--- config.mk ---
export PLATFORM = sky130hd
export DESIGN_NAME = init_mem_writer
export DESIGN_NICKNAME = d
export VERILOG_FILES = /design/src/rtl/init_mem_writer_pkg.sv /design/src/rtl/init_mem_writer_sync_fifo.sv /design/src/rtl/init_mem_writer.sv
export SDC_FILE = /design/constraint.sdc
export NUM_CORES = 1
export LEC_CHECK = 0
export ABC_AREA = 1
export CELL_PAD_IN_SITES_DETAIL_PLACEMENT = 1
export CELL_PAD_IN_SITES_GLOBAL_PLACEMENT = 1
export CORE_MARGIN = 2
export CORE_UTILIZATION = 35
export DETAILED_ROUTE_END_ITERATION = 12
export PLACE_DENSITY_LB_ADDON = 0.05
export SYNTH_ARGS = -nofsm -noshare
export SYNTH_HDL_FRONTEND = slang
export SYNTH_SLANG_ARGS = --single-unit
--- constraint.sdc ---
create_clock -name clk27mhz -period 2.8 [get_ports clk27mhz]
set_input_delay 0.56 -clock clk27mhz [delete_from_list [all_inputs] [get_ports clk27mhz]]
set_output_delay 0.56 -clock clk27mhz [all_outputs]
set_load 0.005 [all_outputs]
--- src/rtl/init_mem_writer_pkg.sv ---
// Shared encodings for the boot-time image writer.
// Sequencer and loader-handshake states plus image size.
package init_mem_writer_pkg;

    typedef enum logic [2:0] {
        SEQ_RESET      = 3'd0,
        SEQ_WAIT_CALIB = 3'd1,
        SEQ_SETTLE     = 3'd2,
        SEQ_LOAD       = 3'd3,
        SEQ_DRAIN      = 3'd4,
        SEQ_DONE       = 3'd5
    } seq_t;

    typedef enum logic [7:0] {
        CTRL_READY   = 8'h00,
        CTRL_ACCEPT  = 8'h01,
        CTRL_FULL    = 8'h02,
        CTRL_BLOCKED = 8'h0F
    } ctrl_t;

    localparam int unsigned BIN_SIZE = 16;

    // Byte address of word n; wraps silently at 2^32.
    function automatic logic [31:0] word_addr(
        input logic [31:0] base,
        input logic [31:0] n
    );
        return base + (n << 2);
    endfunction

endpackage

--- src/rtl/init_mem_writer_sync_fifo.sv ---
// Synchronous word buffer between loader and memory.
// Head word is presented on rdata_o while not empty.
module sync_fifo #(
    parameter int unsigned WIDTH = 32,
    parameter int unsigned DEPTH = 4,
    localparam int unsigned AW = (DEPTH > 1) ? $clog2(DEPTH) : 1,
    localparam int unsigned CW = $clog2(DEPTH) + 1
) (
    input  logic             clk_i,
    input  logic             rstn_i,
    input  logic             push_i,
    input  logic             pop_i,
    input  logic [WIDTH-1:0] wdata_i,
    output logic [WIDTH-1:0] rdata_o,
    output logic             full_o,
    output logic             empty_o,
    output logic [CW-1:0]    count_o
);

    logic [WIDTH-1:0] mem_q [DEPTH];
    logic [AW-1:0]    wptr_q;
    logic [AW-1:0]    rptr_q;
    logic [CW-1:0]    count_q;
    logic             push_ok;
    logic             pop_ok;

    assign full_o  = (count_q == CW'(DEPTH));
    assign empty_o = (count_q == '0);
    assign push_ok = push_i && !full_o;
    assign pop_ok  = pop_i && !empty_o;
    assign rdata_o = mem_q[rptr_q];
    assign count_o = count_q;

    function automatic logic [AW-1:0] next_ptr(input logic [AW-1:0] p);
        return (p == AW'(DEPTH - 1)) ? '0 : p + AW'(1);
    endfunction

    // Storage array; contents need no reset, pointers define validity.
    always_ff @(posedge clk_i) begin
        if (push_ok) begin
            mem_q[wptr_q] <= wdata_i;
        end
    end

    // Pointers and occupancy; push and pop together leave count unchanged.
    always_ff @(posedge clk_i) begin
        if (!rstn_i) begin
            wptr_q  <= '0;
            rptr_q  <= '0;
            count_q <= '0;
        end else begin
            if (push_ok) begin
                wptr_q <= next_ptr(wptr_q);
            end
            if (pop_ok) begin
                rptr_q <= next_ptr(rptr_q);
            end
            unique case ({push_ok, pop_ok})
                2'b10:   count_q <= count_q + CW'(1);
                2'b01:   count_q <= count_q - CW'(1);
                default: count_q <= count_q;
            endcase
        end
    end

endmodule

--- src/rtl/init_mem_writer.sv ---
// Boot sequencer that streams the SD image into memory.
// Loader words are buffered and written one request at a time.
module init_mem_writer
    import init_mem_writer_pkg::*;
#(
    parameter logic [31:0] BASE_ADDR  = 32'h0000_0000,
    parameter int unsigned SETTLE_CYC = 256,
    parameter int unsigned FIFO_DEPTH = 4
) (
    input  logic        clk27mhz,
    input  logic        resetn,
    input  logic        mem_calib_done,
    input  logic [31:0] ld_data,
    input  logic        ld_we,
    input  logic        ld_done,
    output logic [7:0]  ctrl_state,
    output logic [2:0]  main_init_state,
    output logic        mem_req,
    output logic [31:0] mem_addr,
    output logic [31:0] mem_wdata,
    input  logic        mem_ack,
    output logic        init_done,
    output logic [31:0] word_count
);

    localparam int unsigned FCW = $clog2(FIFO_DEPTH) + 1;

    seq_t        seq_q;
    seq_t        seq_d;
    ctrl_t       ctrl_q;
    logic [31:0] settle_q;
    logic        done_seen_q;
    logic        init_done_q;
    logic        mem_req_q;
    logic [31:0] mem_addr_q;
    logic [31:0] mem_wdata_q;
    logic [31:0] word_count_q;

    logic           fifo_push;
    logic           fifo_pop;
    logic [31:0]    fifo_dout;
    logic           fifo_full;
    logic           fifo_empty;
    logic [FCW-1:0] fifo_count;

    assign fifo_push = (seq_q == SEQ_LOAD) && (ctrl_q == CTRL_READY)
                       && ld_we && !fifo_full;
    assign fifo_pop  = mem_req_q && mem_ack;

    sync_fifo #(
        .WIDTH (32),
        .DEPTH (FIFO_DEPTH)
    ) u_fifo (
        .clk_i   (clk27mhz),
        .rstn_i  (resetn),
        .push_i  (fifo_push),
        .pop_i   (fifo_pop),
        .wdata_i (ld_data),
        .rdata_o (fifo_dout),
        .full_o  (fifo_full),
        .empty_o (fifo_empty),
        .count_o (fifo_count)
    );

    // Sequencer next state; DONE is sticky until reset.
    always_comb begin
        seq_d = seq_q;
        unique case (seq_q)
            SEQ_RESET: seq_d = SEQ_WAIT_CALIB;
            SEQ_WAIT_CALIB: begin
                if (mem_calib_done) seq_d = SEQ_SETTLE;
            end
            SEQ_SETTLE: begin
                if (settle_q == SETTLE_CYC - 1) seq_d = SEQ_LOAD;
            end
            SEQ_LOAD: begin
                if (done_seen_q || ld_done) seq_d = SEQ_DRAIN;
            end
            SEQ_DRAIN: begin
                if (fifo_empty && !mem_req_q) seq_d = SEQ_DONE;
            end
            SEQ_DONE: seq_d = SEQ_DONE;
            default:  seq_d = SEQ_RESET;
        endcase
    end

    // Sequencer state, settle timer, early-done latch and init_done flag.
    always_ff @(posedge clk27mhz) begin
        if (!resetn) begin
            seq_q       <= SEQ_RESET;
            settle_q    <= '0;
            done_seen_q <= 1'b0;
            init_done_q <= 1'b0;
        end else begin
            seq_q <= seq_d;
            if (seq_q == SEQ_SETTLE && seq_d == SEQ_SETTLE) begin
                settle_q <= settle_q + 32'd1;
            end else begin
                settle_q <= '0;
            end
            if (ld_done) begin
                done_seen_q <= 1'b1;
            end
            init_done_q <= (seq_d == SEQ_DONE);
        end
    end

    // Loader handshake; follows the sequencer's next state so it
    // reads BLOCKED exactly while the sequencer is outside LOAD.
    always_ff @(posedge clk27mhz) begin
        if (!resetn) begin
            ctrl_q <= CTRL_BLOCKED;
        end else if (seq_d != SEQ_LOAD) begin
            ctrl_q <= CTRL_BLOCKED;
        end else if (seq_q != SEQ_LOAD) begin
            ctrl_q <= CTRL_READY;
        end else begin
            unique case (ctrl_q)
                CTRL_READY: begin
                    if (ld_we && !fifo_full) ctrl_q <= CTRL_ACCEPT;
                end
                CTRL_ACCEPT: begin
                    if (!ld_we) begin
                        ctrl_q <= fifo_full ? CTRL_FULL : CTRL_READY;
                    end
                end
                CTRL_FULL: begin
                    if (fifo_count < FCW'(FIFO_DEPTH)) ctrl_q <= CTRL_READY;
                end
                default: ctrl_q <= CTRL_READY;
            endcase
        end
    end

    // Write channel: one request in flight, idle cycle after each ack.
    always_ff @(posedge clk27mhz) begin
        if (!resetn) begin
            mem_req_q    <= 1'b0;
            mem_addr_q   <= BASE_ADDR;
            mem_wdata_q  <= '0;
            word_count_q <= '0;
        end else if (mem_req_q) begin
            if (mem_ack) begin
                mem_req_q    <= 1'b0;
                word_count_q <= word_count_q + 32'd1;
            end
        end else if (!fifo_empty) begin
            mem_req_q   <= 1'b1;
            mem_addr_q  <= word_addr(BASE_ADDR, word_count_q);
            mem_wdata_q <= fifo_dout;
        end
    end

    assign ctrl_state      = ctrl_q;
    assign main_init_state = seq_q;
    assign init_done       = init_done_q;
    assign mem_req         = mem_req_q;
    assign mem_addr        = mem_addr_q;
    assign mem_wdata       = mem_wdata_q;
    assign word_count      = word_count_q;

endmodule

==> results.tsv <==
metric	value	unit
post-DR vias/cell	4.83	
critical path, cell by cell	clkdlybuf4s50_1	
unrepaired setup endpoints after global routing	false	
final-layout setup total negative slack	0	ns
final setup skew	0.00569	ns
mux cell area share after synthesis	0	%
max-slew violation count	0	
routability-driven placement congestion ratio	0.776	
number of top-level design ports	147	
Placeable Area	31400	µm²
complex-gate fraction of the synthesized area	10.9	%
slowest cell on the critical path	clkdlybuf4s50_1	
die outline area	33200	µm²
VDD IR-drop max	0.487	mV
total design power	8.12	mW
Worst Setup Slack post-DPL	0.167	ns
via count of the first global-routing pass	8920	
antenna violations before repair	0	
number of hold-repair buffers added at the cts stage	0	
placed instance area	13000	µm²
overflow left after global routing	0	
Fmax	0.454	GHz
global-route wire length before repair	48100	µm
master cell of the clock root buffer	clkbuf_16	
die boundary height	182	µm
Crit Path Category	flop to primary output	
proportion of synthesized chip area in sequential cells	60.1	%
run status	finished clean	
slack of the critical path	0.598	ns
Maximum Capacitance Violations	0	
number of distinct library cells after synthesis	38	
cts repair resizes	0	
TritonCTS clock tree	done	
category of the worst setup path launch point	flop	
number of port buffers	140	
top-area cell type share of the netlist area	34.5	%
GRT Total Usage	18.1	%
initial core utilization	35.4	%
Slew HR	32.0	%
cts bufs inserted	31	
proportion of layout cells with a drive suffix above 1	7.33	%
pin count of the biggest net entering global routing	95	
post-route clock period utilization	78.7	%
via count	8663	
clock tree sinks	270	
total of flip-flops plus latches after synthesis	270	
post-layout net count	1415	
Post-route DRC	0	
number of failing setup endpoints in the final timing report	0	
power density over the cells	581	nW/µm²
crit path buf inv count	1	
clock latency on the worst-skew pair	0.57	ns
utilization of the core after routing	44.5	%
Post-Synth Adder-Cell Area	1.08	%
Synth Area in XOR/XNOR	1.42	%
Synth Area in Simple Gates	20.3	%
number of flops mapped to enable cells by yosys	128	
shortest period the worst path allows	2.20	ns
most frequently used flop master after synthesis	dfxtp_1	
routed length per placed instance	16.8	µm
count of standard-cell rows	65	
maximum fanout encountered on the critical timing path	5	
CP delay by family, top	buffers and inverters	
Post-CTS Setup Bufs	0	
estimated wirelength of the detail-placed design	19600	µm
post-route cell area	14000	µm²
clock input transition at the sequential cells of the worst setup and hold paths	0.06	ns
drt first-iter violations	359	
Layout fillers	3570	
number of instances in the synthesized netlist	1226	
Final Hold Fails	0	
slowest stage delay, CP	0.57	ns
final routed wirelength across all metal layers	30100	µm
area grow syn2layout	25.5	%
synthesized area per cell	9.08	µm²
biggest area contributors in the synthesized netlist	edfxtp_1, dfxtp_1, nor2_1	
synthesized cell area	11100	µm²
main combinational cell family by area after synthesis	simple AND/OR/NAND/NOR gates	
Leakage	4.90	nW
drt first pass iters	4	
maximum count of clock buffers along a single path	3	
worst path arrival time	1.64	ns
worst-margin pin slew	1.02	ns
dominant cell type by area after synthesis	edfxtp_1	
antenna violation net count after detailed routing	0	
DIE WIDTH	182	µm
endpoint class of the critical path	primary output	
Min-Delay Path Class	flop to flop	
CTS HTree Levels	1	
ys async rst share	0	%
required time worst endpoint	2.24	ns
YS warnings	0	
antenna cell count	0	
## layout by cell type, fill, tap and decap left out, types with 4 or more instances in the layout
| master | Yosys | layout |
|---|---|---|
| a31oi_1 | 34 | 34 |
| buf_12 | 0 | 4 |
| a21oi_1 | 46 | 46 |
| nand4_1 | 14 | 14 |
| clkinv_2 | 0 | 6 |
| ha_1 | 8 | 8 |
| nand3_2 | 4 | 4 |
| nor2_4 | 5 | 10 |
| dfxtp_1 | 142 | 141 |
| xor2_1 | 15 | 15 |
| clkbuf_1 | 31 | 13 |
| nor2_1 | 262 | 257 |
| nor3_1 | 28 | 28 |
| clkbuf_16 | 0 | 32 |
| o21ai_0 | 144 | 144 |
| edfxtp_1 | 128 | 128 |
| buf_4 | 7 | 15 |
| inv_1 | 110 | 110 |
| nand3b_1 | 4 | 4 |
| conb_1 | 1 | 6 |
| clkbuf_8 | 0 | 4 |
| nand3_1 | 34 | 34 |
| clkdlybuf4s50_1 | 0 | 139 |
| nand2_1 | 158 | 158 |
| nor2_2 | 10 | 10 |
## metrics by stage
step / hold slack [ns] / std cells
global route: 0.488 / 1793
global placement: 0.439 / 1737
floorplan: 0.418 / 1231
finish: 0.468 / 1793
detailed placement: 0.446 / 1737
CTS: 0.467 / 1793
## power by group
group | total, mW | switching (mW) | internal [mW]
registers | 4.15 | 0.00976 | 4.14
clock network | 3.81 | 1.60 | 2.20
logic | 0.164 | 0.0871 | 0.0769
## final timing paths
kind | start | end | slack [ns] | depth (start not counted)
worst min-delay path | settle_q[0] | settle_q[0] | 0.47 | 1
worst min register to register | settle_q[0] | settle_q[0] | 0.47 | 1
worst max register to register | main_init_state[2] | u_fifo.count_o[2] | 0.64 | 11
worst max-delay path | mem_req | mem_req | 0.60 | 1
## registers in the layout, summed over array words and instances (netlist names)
name	flops
u_fifo.mem_q	128
mem_wdata	32
settle_q	32
word_count	32
mem_addr	30
ctrl_state	3
main_init_state	3
u_fifo.count_o	3
u_fifo.rptr_q	2
u_fifo.wptr_q	2
done_seen_q	1
init_done	1
mem_req	1
## worst register-to-register path, stage by stage (launching register included)
cell     delay [ns]
dfxtp_1        0.41
inv_1          0.10
nand3_1        0.17
inv_1          0.13
nand4_2        0.13
ha_1           0.15
inv_1          0.07
fa_1           0.38
a21oi_1        0.16
o21ai_0        0.12
o21ai_0        0.17
a21oi_1        0.06
## cell families (layout without fill, tap and decap cells)
logic type | after synthesis | count (layout)
xor gates and xnor gates | 18 | 18
DFF | 270 | 270
buffers and inverters | 168 | 328
and+or+nand+nor | 530 | 530
AOI/OAI and AO/OA | 230 | 230
adders and majority gates | 9 | 9
other | 1 | 6
## routing by layer
metal | routed length, µm | up-vias | GRT usage (%)
met2 | 14600 | 132 | 32.2
met3 | 1040 | 44 | 2.77
met5 | 0 | - | 0
li1 | - | 4355 | -
met4 | 584 | 0 | 3.90
met1 | 13900 | 4132 | 23.4
## synth_stat cells (all sizes together) (24+ instances only)
master / n
a21oi: 47
a31oi: 34
buf: 24
clkbuf: 31
dfxtp: 142
edfxtp: 128
inv: 113
nand2: 162
nand3: 38
nor2: 277
nor3: 31
o21ai: 145
## layout make-up
cell class | count | area, µm² | area share, %
Timing Repair Buffer | 159 | 1590 | 11.4
Tap cell | 402 | 503 | 3.60
Multi-Input combinational cell | 793 | 3810 | 27.3
Clock inverter | 7 | 50.0 | 0.358
Clock buffer | 49 | 905 | 6.48
Inverter | 113 | 424 | 3.04
Sequential cell | 270 | 6690 | 47.9
Power figures use the tool's default switching activity.
